**config.mk**
```make
export PLATFORM = sky130hd
export DESIGN_NAME = c3lib_sync_debounce_edge
export DESIGN_NICKNAME = d
export VERILOG_FILES = /design/src/rtl/c3lib_debounce_pkg.sv /design/src/rtl/c3lib_sat_counter.sv /design/src/rtl/c3lib_sync_debounce_edge.sv
export SDC_FILE = /design/constraint.sdc
export NUM_CORES = 1
export LEC_CHECK = 0
export CORE_ASPECT_RATIO = 1.2
export CORE_MARGIN = 2
export CORE_UTILIZATION = 48
export CTS_CLUSTER_DIAMETER = 120
export DETAILED_ROUTE_END_ITERATION = 8
export GPL_ROUTABILITY_DRIVEN = 1
export GPL_TIMING_DRIVEN = 0
export PLACE_DENSITY_LB_ADDON = 0.3
export REMOVE_ABC_BUFFERS = 1
export SYNTH_ARGS = -nofsm -noshare
export SYNTH_HDL_FRONTEND = slang
export SYNTH_SLANG_ARGS = --single-unit
```
**constraint.sdc**
```tcl
create_clock -name clk -period 1.73 [get_ports clk]
set_input_delay 0.2595 -clock clk [delete_from_list [all_inputs] [get_ports clk]]
set_output_delay 0.2595 -clock clk [all_outputs]
set_load 0.01 [all_outputs]
```
**src/rtl/c3lib_debounce_pkg.sv**
```systemverilog
// c3lib_debounce_pkg
//   Shared definitions for the debounce/edge-detect block family.
//   - db_state_t        : 2-bit debounce FSM state encoding
//   - MAX_DEBOUNCE_CNT  : largest supported qualify length
package c3lib_debounce_pkg;

  typedef enum logic [1:0] {
    STABLE_LO = 2'd0,
    QUAL_HI   = 2'd1,
    STABLE_HI = 2'd2,
    QUAL_LO   = 2'd3
  } db_state_t;

  localparam int MAX_DEBOUNCE_CNT = 255;

endpackage : c3lib_debounce_pkg

```
**src/rtl/c3lib_sat_counter.sv**
```systemverilog
// c3lib_sat_counter
//   Saturating up-counter with synchronous clear.
//   Ports:
//     clk    : clock, all state updates on posedge
//     rst_n  : synchronous active-low reset, loads 0
//     clr    : synchronous clear; wins over inc on the same edge
//     inc    : add one, holding at all-ones instead of wrapping
//     count  : registered count value
module c3lib_sat_counter #(
  parameter int WIDTH = 8
) (
  input  logic             clk,
  input  logic             rst_n,
  input  logic             clr,
  input  logic             inc,
  output logic [WIDTH-1:0] count
);

  always_ff @(posedge clk) begin
    if (!rst_n) begin
      count <= '0;
    end else if (clr) begin
      count <= '0;
    end else if (inc && (count != {WIDTH{1'b1}})) begin
      count <= count + WIDTH'(1);
    end
  end

endmodule : c3lib_sat_counter

```
**src/rtl/c3lib_sync_debounce_edge.sv**
```systemverilog
// c3lib_sync_debounce_edge
//   Debounces an already-synchronized level and reports committed edges.
//   A new level must be seen on DEBOUNCE_CNT consecutive samples before
//   data_out follows it; a candidate that reverts early is counted as a
//   glitch.
//   Parameters:
//     RESET_VAL    : reset level of data_out (0 or 1)
//     DEBOUNCE_CNT : consecutive samples needed to commit (1..255)
//     GCNT_W       : width of glitch_cnt
//   Ports:
//     clk        : single clock, posedge
//     rst_n      : synchronous active-low reset
//     data_in    : synchronized input level
//     clr_glitch : synchronous clear of glitch_cnt
//     data_out   : debounced level (registered)
//     rise_pulse : one-cycle pulse on committed 0->1 (registered)
//     fall_pulse : one-cycle pulse on committed 1->0 (registered)
//     glitch_cnt : saturating count of aborted candidates (registered)
//     state_dbg  : current FSM state, for observation only
module c3lib_sync_debounce_edge
  import c3lib_debounce_pkg::*;
#(
  parameter int RESET_VAL    = 0,
  parameter int DEBOUNCE_CNT = 4,
  parameter int GCNT_W       = 8
) (
  input  logic              clk,
  input  logic              rst_n,
  input  logic              data_in,
  input  logic              clr_glitch,
  output logic              data_out,
  output logic              rise_pulse,
  output logic              fall_pulse,
  output logic [GCNT_W-1:0] glitch_cnt,
  output db_state_t         state_dbg
);

  if ((DEBOUNCE_CNT < 1) || (DEBOUNCE_CNT > MAX_DEBOUNCE_CNT)) begin : g_bad_cnt
    $error("c3lib_sync_debounce_edge: DEBOUNCE_CNT out of range");
  end

  localparam int             CW        = $clog2(DEBOUNCE_CNT + 1);
  localparam logic [CW:0]    CNT_LAST  = (CW + 1)'(DEBOUNCE_CNT);
  localparam logic           RST_LVL   = (RESET_VAL != 0);
  localparam db_state_t      RST_STATE = RST_LVL ? STABLE_HI : STABLE_LO;

  db_state_t     state_q, state_d;
  logic [CW-1:0] cnt_q, cnt_d;
  logic [CW:0]   cnt_inc;
  logic          data_q, data_d;
  logic          rise_q, rise_d;
  logic          fall_q, fall_d;
  logic          glitch_inc;

  // State, counter and all outputs are registered together.
  always_ff @(posedge clk) begin
    if (!rst_n) begin
      state_q <= RST_STATE;
      cnt_q   <= '0;
      data_q  <= RST_LVL;
      rise_q  <= 1'b0;
      fall_q  <= 1'b0;
    end else begin
      state_q <= state_d;
      cnt_q   <= cnt_d;
      data_q  <= data_d;
      rise_q  <= rise_d;
      fall_q  <= fall_d;
    end
  end

  // The candidate level is always the complement of data_q, so data_q
  // alone decides the direction of a commit or a revert.
  always_comb begin
    state_d    = state_q;
    cnt_d      = cnt_q;
    data_d     = data_q;
    rise_d     = 1'b0;
    fall_d     = 1'b0;
    glitch_inc = 1'b0;
    cnt_inc    = {1'b0, cnt_q} + (CW + 1)'(1);

    case (state_q)
      STABLE_LO, STABLE_HI: begin
        if (data_in != data_q) begin
          if (DEBOUNCE_CNT == 1) begin
            // Single-sample qualify: commit straight away.
            data_d  = ~data_q;
            rise_d  = ~data_q;
            fall_d  = data_q;
            state_d = data_q ? STABLE_LO : STABLE_HI;
            cnt_d   = '0;
          end else begin
            state_d = data_q ? QUAL_LO : QUAL_HI;
            cnt_d   = CW'(1);
          end
        end
      end

      QUAL_HI, QUAL_LO: begin
        if (data_in == data_q) begin
          // Candidate abandoned before qualifying.
          state_d    = data_q ? STABLE_HI : STABLE_LO;
          cnt_d      = '0;
          glitch_inc = 1'b1;
        end else if (cnt_inc == CNT_LAST) begin
          data_d  = ~data_q;
          rise_d  = ~data_q;
          fall_d  = data_q;
          state_d = data_q ? STABLE_LO : STABLE_HI;
          cnt_d   = '0;
        end else begin
          cnt_d = cnt_inc[CW-1:0];
        end
      end

      default: begin
        state_d = data_q ? STABLE_HI : STABLE_LO;
        cnt_d   = '0;
      end
    endcase
  end

  c3lib_sat_counter #(
    .WIDTH (GCNT_W)
  ) u_glitch_cnt (
    .clk   (clk),
    .rst_n (rst_n),
    .clr   (clr_glitch),
    .inc   (glitch_inc),
    .count (glitch_cnt)
  );

  assign data_out   = data_q;
  assign rise_pulse = rise_q;
  assign fall_pulse = fall_q;
  assign state_dbg  = state_q;

endmodule : c3lib_sync_debounce_edge

```
== Word level (Yosys, flattened, before mapping) ==
Index checks and enable logic that the tools add are counted.
Cells by class
  $add $sub $neg: 2
  multipliers: 0
  div/mod/pow operators: 0
  magnitude comparators: 0
  equal/unequal tests: 9
  shift operators: 0
  mux-type cells: 13
  bitwise gates (word level): 5
  reduce and logical (&&, ||, !) cells: 8
Operators by type and width (number)
  2-bit two-way mux: 6
  3-bit two-way mux: 3
  8-bit by 1-bit adder with 8-bit output (second input constant): 1
  8-bit inequality test (second input constant): 1
  3-bit case mux with 2 select lines: 1
  2-bit OR reduction: 3
  1-bit NOT: 5
  3-bit by 1-bit adder with 4-bit output (second input constant): 1
  2-bit equality test (second input constant): 2
  4-bit by 3-bit equality test with 1-bit output (second input constant): 1
  2-bit case mux with 2 select lines: 1
  4-bit OR reduction: 1
  3-bit inequality test (second input constant): 1
  3-bit AND reduction: 1
  2-bit by 1-bit equality test with 1-bit output (second input constant): 1
  2-bit zero test: 1
  1-bit two-way mux: 2
  2-bit inequality test (second input constant): 1
  2-bit AND reduction: 1
  1-bit equality test: 1
  1-bit logical AND: 1
  1-bit inequality test: 1
Word-level totals
  flip-flop bits (word level): 16
  bits in latches: 0
  memory bits (writable): 0
  bits in read-only memories: 0
  output and inout bits: 13
  logic and storage cells: 43
  memories kept: 0

== Logic depth before layout (Yosys ltp) ==
Gate-level depths: netlist of the first run.
  depth in word-level cells: 5
  mapped depth: 5
  gate-level depth less buffers: 5

== Modules after synthesis ==
From an unflattened synthesis of the first run, not the netlist that was laid out.
Second synthesis, totals
  cells, all modules: 89
  area total of the unflattened synthesis: 829.5 sq um
Modules (own cells, without submodules)
  c3lib_sat_counter: times used 1, cells an instance 46, area each 421.7 sq um, seq. area each 160.2 sq um
  c3lib_sync_debounce_edge: times used 1, cells an instance 43, area each 407.9 sq um, seq. area each 160.2 sq um

== Worst setup path before layout of the first run ==
Ideal clock, no wire load.
  path type: register -> register
  start: register u_glitch_cnt.count[0]
  end: register u_glitch_cnt.count[5]
  library setup time: 0.070 ns
  data arrival time: 1.365 ns
  required time: 1.660 ns
  path slack: 0.295 ns
  cell stages (with the launch flop): 6
  buffers on the path: 0
  cell sequence: dfxtp_1 ha_1 nand3_1 o211ai_4 or4_1 a21oi_1
Between the ends
  cells in the longest elaborated chain, start to end: 2
RTL lines
  start: declaration: RTL line c3lib_sat_counter.sv:16  | output logic [WIDTH-1:0] count
  start signal: assignment: RTL line c3lib_sat_counter.sv:25  | count <= count + WIDTH'(1);
  branches (longest 2 deep; another with 8-bit by 1-bit adder with 8-bit output)
Parallel ways; which one is timed is not known.
A chain may end at the register's enable or synchronous reset.

== Worst setup path in the final report of the first run ==
  start: input data_in
  end: register u_glitch_cnt.count[7]
Between the ends
  cells in the longest elaborated chain, start to end: 4
RTL lines
  start: declaration: RTL line c3lib_sync_debounce_edge.sv:29  | input logic data_in,
  1-bit equality test: RTL line c3lib_sync_debounce_edge.sv:101  | if (data_in == data_q) begin
  1-bit two-way mux: RTL line c3lib_sync_debounce_edge.sv:101
  1-bit two-way mux: RTL line c3lib_sync_debounce_edge.sv:83  | case (state_q)
  1-bit logical AND: RTL line c3lib_sat_counter.sv:24  | end else if (inc && (count != {WIDTH{1'b1}})) begin
Every way passes these cells.

==> results.py, run 1 <==
metrics = {
    "outcome": {
        "status": "finished clean",
    },
    "sta": {
        "relSlewSlack": 0.713,
        "tns_ns": 0,
        "hold_ws_ns": 0.508,
        "timing.final.ws_setup_ns": 0.0698,
        "max_freq_ghz": 0.602,
        "rsz0062_at_grt": "no",
        "hold_violations": 0,
        "clock_skew_ns": 0.00201,
        "min_period_ns": 1.66,
        "post-route-period-util": 0.960,
        "setup_viol": 0,
        "slew_viol_final": 0,
        "tightest_slew_ns": 0.429,
    },
    "routing": {
        "drt_wl_total_um": 1640,
        "vias_per_cell": 5.75,
        "antenna_left": 0,
        "routedWlPerCell_um": 13.1,
        "drc": 0,
        "num_vias": 719,
        "drtPass1Iterations": 4,
        "drt-initial-drc-count": 18,
    },
    "synth": {
        "synth_area_um2": 806,
        "synth-edff-count": 0,
        "yosys.cell_types.count": 30,
        "synthCells": 90,
        "synth_ff_type": "dfxtp_1",
        "yosysSeqAreaShare": 0.398,
        "syn_avg_cell_area_um2": 8.95,
        "synth-async-reset-ratio": 0,
        "ys_ff_latch": 16,
        "yosys_warnings": 0,
    },
    "worst_setup_path": {
        "slowest_delay_ns": 0.58,
        "timing.rr.start": "cnt_q[0]",
        "reg2regPathDepth": 5,
        "worst_ep_required_time_ns": 1.94,
        "critPathCapture": "u_glitch_cnt.count[7]",
        "cp-start-kind": "input pin",
        "crit_buf_inv": 1,
        "endpoint_kind": "flip-flop",
        "reg2reg_slack_ns": 0.18,
        "crit_fanout": 10,
        "critical-path-top-delay-family": "buffers and inverters",
        "slowest_stage": "clkdlybuf4s50_1",
        "timing.rr.end": "cnt_q[0]",
        "cp_num_cells": 5,
        "critPathLaunch": "data_in",
        "crit_arrival_ns": 1.87,
        "path_cells": "clkdlybuf4s50_1, xnor2_4, o211ai_4, or4_1, a21oi_1",
        "criticalPathCategory": "in -> reg",
    },
    "power": {
        "power_density_mw_per_mm2": 661,
        "p_total_mw": 0.669,
        "p_leak_nw": 0.338,
        "ir_drop_mv": 0.503,
    },
    "global_route": {
        "overflow": 0,
        "antenna_found_initial": 0,
        "grt_max_degree": 14,
        "grt_pass1_wl_um": 2840,
        "grt_pass1_vias": 701,
        "grt_usage": 0.176,
    },
    "layout": {
        "fin_cells": 125,
        "drive_gt1_frac": 0.0935,
        "fin_util": 0.632,
        "final_common_cell": "clkdlybuf4s50_1",
        "fin_area_mm2": 0.00101,
        "syn_to_final_growth_pct": 25.6,
        "final_nets": 115,
        "final_cell_mix": "16 x clkdlybuf4s50_1, 14 x dfxtp_1, 8 x a21oi_1",
        "antenna_cells": 0,
        "fillers": 153,
    },
    "placement": {
        "place.gp.congestion": 0.743,
        "pre_cts_slack_ns": -0.229,
        "io_buffer_count": 16,
        "hpwl_um": 1250,
        "post-place-cells": 121,
        "dpl_cell_area_um2": 970,
    },
    "clock_tree": {
        "holdBufCountCts": 0,
        "htreeDepth": 1,
        "cts-root-buf": "clkbuf_4",
        "post-cts-setup-buffers": 0,
        "numCtsBuffers": 3,
        "clock_sinks": 16,
        "clk_latency_ns": 0.28,
        "path_clk_slew_ns": 0.09,
        "cts_tree": "done",
        "cts.path.max_buffers": 2,
    },
    "floorplanning": {
        "start_util": 0.503,
        "fp.dieH_um": 48.9,
        "die-area_mm2": 0.00202,
        "core.rowCount": 16,
        "io_pins": 17,
        "die_x_um": 41.4,
        "core_area_mm2": 0.00160,
    },
    "min_path": {
        "min_path_type": "reg -> reg",
    },
    "job": {
        "drv_cap": 0,
    },
}
## synthesized netlist by cell type, drive strengths merged, types with 2 or more instances
library cell / n / area, um2
o21ai: 5 / 25.0
ha: 3 / 37.5
or3: 3 / 18.8
inv: 5 / 18.8
xnor2: 3 / 45.1
nand4: 4 / 25.0
a21oi: 8 / 40.0
nand2: 6 / 22.5
dfxtp: 16 / 320
o211ai: 2 / 28.8
buf: 2 / 15.0
mux2i: 2 / 20.0
o31ai: 2 / 15.0
a211oi: 2 / 15.0
nor2: 7 / 26.3
nor3: 3 / 15.0
or4: 2 / 15.0
a31oi: 2 / 12.5
nand3: 5 / 25.0
## kinds of logic (layout without fill, tap and decap cells)
group / after synthesis / count (layout) / share of synthesized area
AND/OR/NAND/NOR: 33 / 33 / 0.211
AO/OA/AOI/OAI: 23 / 23 / 0.193
flip-flops: 16 / 16 / 0.398
buffers and inverters: 8 / 25 / 0.0466
XOR/XNOR: 4 / 4 / 0.0668
adder cells (fa/ha/maj): 3 / 3 / 0.0466
multiplexers: 3 / 3 / 0.0388
## where the power goes
group / leakage (nW) / total [mW] / switching (mW) / internal (mW)
sequential: 0.130 / 0.382 / 0.00934 / 0.373
clock: 0.0210 / 0.241 / 0.113 / 0.128
combinational: 0.187 / 0.0457 / 0.0236 / 0.0221
## layer usage
metal | up-vias | share of wire | GRT usage
li1 | 360 | - | -
met1 | 334 | 0.42 | 0.213
met2 | 19 | 0.52 | 0.281
met3 | 6 | 0.030 | 0.0296
met4 | 0 | 0.029 | 0.118
met5 | - | 0 | 0
## layout make-up
| type | instances | area [um2] | share of cell area |
|---|---|---|---|
| Sequential cell | 16 | 323 | 0.319 |
| Multi-Input combinational cell | 66 | 452 | 0.446 |
| Tap cell | 18 | 22.5 | 0.0222 |
| Timing Repair Buffer | 16 | 160 | 0.158 |
| Inverter | 5 | 18.8 | 0.0185 |
| Clock buffer | 4 | 36.3 | 0.0358 |
## worst min-delay path by stage
stage,startpoint,to,slack (ns),depth (start not counted)
2_1_floorplan,rst_n,state_dbg[0],0.42,2
3_3_place_gp,u_glitch_cnt.count[6],u_glitch_cnt.count[6],0.49,2
3_5_place_dp,u_glitch_cnt.count[6],u_glitch_cnt.count[6],0.50,2
4_1_cts,u_glitch_cnt.count[6],u_glitch_cnt.count[6],0.51,2
5_1_grt,cnt_q[1],cnt_q[1],0.54,2
6_report,u_glitch_cnt.count[6],u_glitch_cnt.count[6],0.51,2
## what timing repair did
item,4_1_cts,5_1_grt
resized for setup,2,1
hold endpoints to repair,0,0
endpoints found under the setup margin,2,1
## sequential cells by signal (all words and copies together), names as in the netlist
| signal | flops |
|---|---|
| state_dbg | 2 |
| cnt_q | 3 |
| rise_pulse | 1 |
| fall_pulse | 1 |
| data_out | 1 |
| u_glitch_cnt.count | 8 |
## worst min-delay path, cell delays in order, from the launching register on
cell      delay (ns)
dfxtp_1         0.34
inv_1           0.07
a211oi_1        0.06
Note: power is estimated with default switching activity, not from simulation.
==> inputs of run 2 (changes only) <==
- CELL_PAD_IN_SITES_DETAIL_PLACEMENT: unset -> 0
- CELL_PAD_IN_SITES_GLOBAL_PLACEMENT: unset -> 1
- CORE_UTILIZATION: 48 -> 36
==> results.py, run 2 (synthesized netlist as in run 1, its figures left out) <==
metrics = {
    "outcome": {
        "status": "finished clean",
    },
    "layout": {
        "fin_util": 0.492,
        "final_common_cell": "clkdlybuf4s50_1",
        "final_nets": 116,
        "drive_gt1_frac": 0.0926,
        "final_cell_mix": "16 x clkdlybuf4s50_1, 14 x dfxtp_1, 8 x a21oi_1",
        "fin_area_mm2": 0.00103,
        "largest_reg_flops": 8,
        "fin_cells": 138,
        "antenna_cells": 0,
        "syn_to_final_growth_pct": 28.0,
        "regMostFlops": "u_glitch_cnt.count",
    },
    "worst_setup_path": {
        "cp-start-kind": "flip-flop",
        "path_cells": "clkdlybuf4s50_1",
        "slowest_stage": "clkdlybuf4s50_1",
        "slowest_delay_ns": 0.59,
        "critical-path-top-delay-family": "buffers and inverters",
        "criticalPathCategory": "reg -> out",
        "reg2reg_slack_ns": 0.21,
        "endpoint_kind": "output pin",
        "worst_ep_required_time_ns": 1.47,
        "crit_buf_inv": 1,
        "crit_arrival_ns": 1.38,
        "crit_fanout": 13,
    },
    "sta": {
        "clock_skew_ns": 0.00150,
        "slew_viol_final": 0,
        "relSlewSlack": 0.728,
        "tightest_slew_ns": 0.407,
        "min_period_ns": 1.64,
        "hold_violations": 0,
        "timing.final.ws_setup_ns": 0.0903,
        "rsz0062_at_grt": "no",
        "setup_viol": 0,
        "max_freq_ghz": 0.610,
        "post-route-period-util": 0.948,
    },
    "global_route": {
        "grt_max_degree": 14,
        "grt_usage": 0.145,
        "grt_pass1_vias": 611,
        "use_met3": 0.0292,
        "overflow": 0,
        "met1_usage": 0.229,
        "antenna_found_initial": 0,
        "top_usage_layer": "met1",
        "grt_pass1_wl_um": 2810,
        "grtUsageMet2": 0.188,
    },
    "min_path": {
        "min_path_type": "reg -> reg",
    },
    "clock_tree": {
        "cts-root-buf": "clkbuf_4",
        "numCtsBuffers": 3,
        "path_clk_slew_ns": 0.09,
        "htreeDepth": 1,
        "clk_latency_ns": 0.28,
        "holdBufCountCts": 0,
        "clock_sinks": 16,
        "cts.path.max_buffers": 2,
        "cts_tree": "done",
    },
    "floorplanning": {
        "core_area_mm2": 0.00209,
        "start_util": 0.385,
        "fp.dieH_um": 55.8,
        "die-area_mm2": 0.00263,
        "die_x_um": 47.2,
        "core.rowCount": 18,
        "io_pins": 17,
    },
    "routing": {
        "drt_wl_total_um": 1590,
        "antenna_left": 0,
        "drtPass1Iterations": 4,
        "drt-initial-drc-count": 19,
        "num_vias": 722,
        "routedWlPerCell_um": 11.5,
        "vias_per_cell": 5.23,
        "drc": 0,
    },
    "placement": {
        "dpl_cell_area_um2": 985,
        "pre_cts_slack_ns": -0.162,
        "hpwl_um": 1130,
        "post-place-cells": 133,
        "io_buffer_count": 16,
        "place.gp.congestion": 0.777,
    },
    "job": {
        "drv_cap": 0,
    },
    "power": {
        "p_total_mw": 0.671,
        "p_leak_nw": 0.341,
        "power_density_mw_per_mm2": 650,
        "ir_drop_mv": 0.440,
    },
}
==> run 2: final timing paths <==
path | depth (start not counted) | to | from
hold / removal | 2 | u_glitch_cnt.count[6] | u_glitch_cnt.count[6]
setup / recovery | 1 | state_dbg[0] | state_dbg[0]
setup reg to reg | 5 | u_glitch_cnt.count[7] | u_glitch_cnt.count[0]
hold reg to reg | 2 | u_glitch_cnt.count[6] | u_glitch_cnt.count[6]
==> run 2: cell type report <==
class / instances / area [um2]
Fill cell: 212 / 1060
Inverter: 5 / 18.8
Clock buffer: 4 / 36.3
Sequential cell: 16 / 323
Multi-Input combinational cell: 66 / 448
Timing Repair Buffer: 17 / 168
Tap cell: 30 / 37.5
==> run 2: report_power, final <==
group	switching [mW]	internal (mW)
combinational	0.0235	0.0222
sequential	0.00931	0.373
clock	0.115	0.128
==> run 2: timing repair <==
item                                    CTS  global route
endpoints found under the setup margin    2             1
resized for setup                         2             0
buffers inserted                          0             1
==> run 2: layer usage <==
| metal | wire length (um) | share of wire |
|---|---|---|
| met5 | 0 | 0 |
| met2 | 711 | 0.45 |
| met4 | 13 | 0.0082 |
| met3 | 71 | 0.045 |
| met1 | 793 | 0.50 |
==> run 2: metrics by stage <==
step                      TNS (ns)  hold WS [ns]
final                            0         0.508
after global routing             0         0.556
after CTS                        0         0.510
after detailed placement    -0.626         0.498
after global placement      -0.510         0.485
after floorplan                  0         0.418
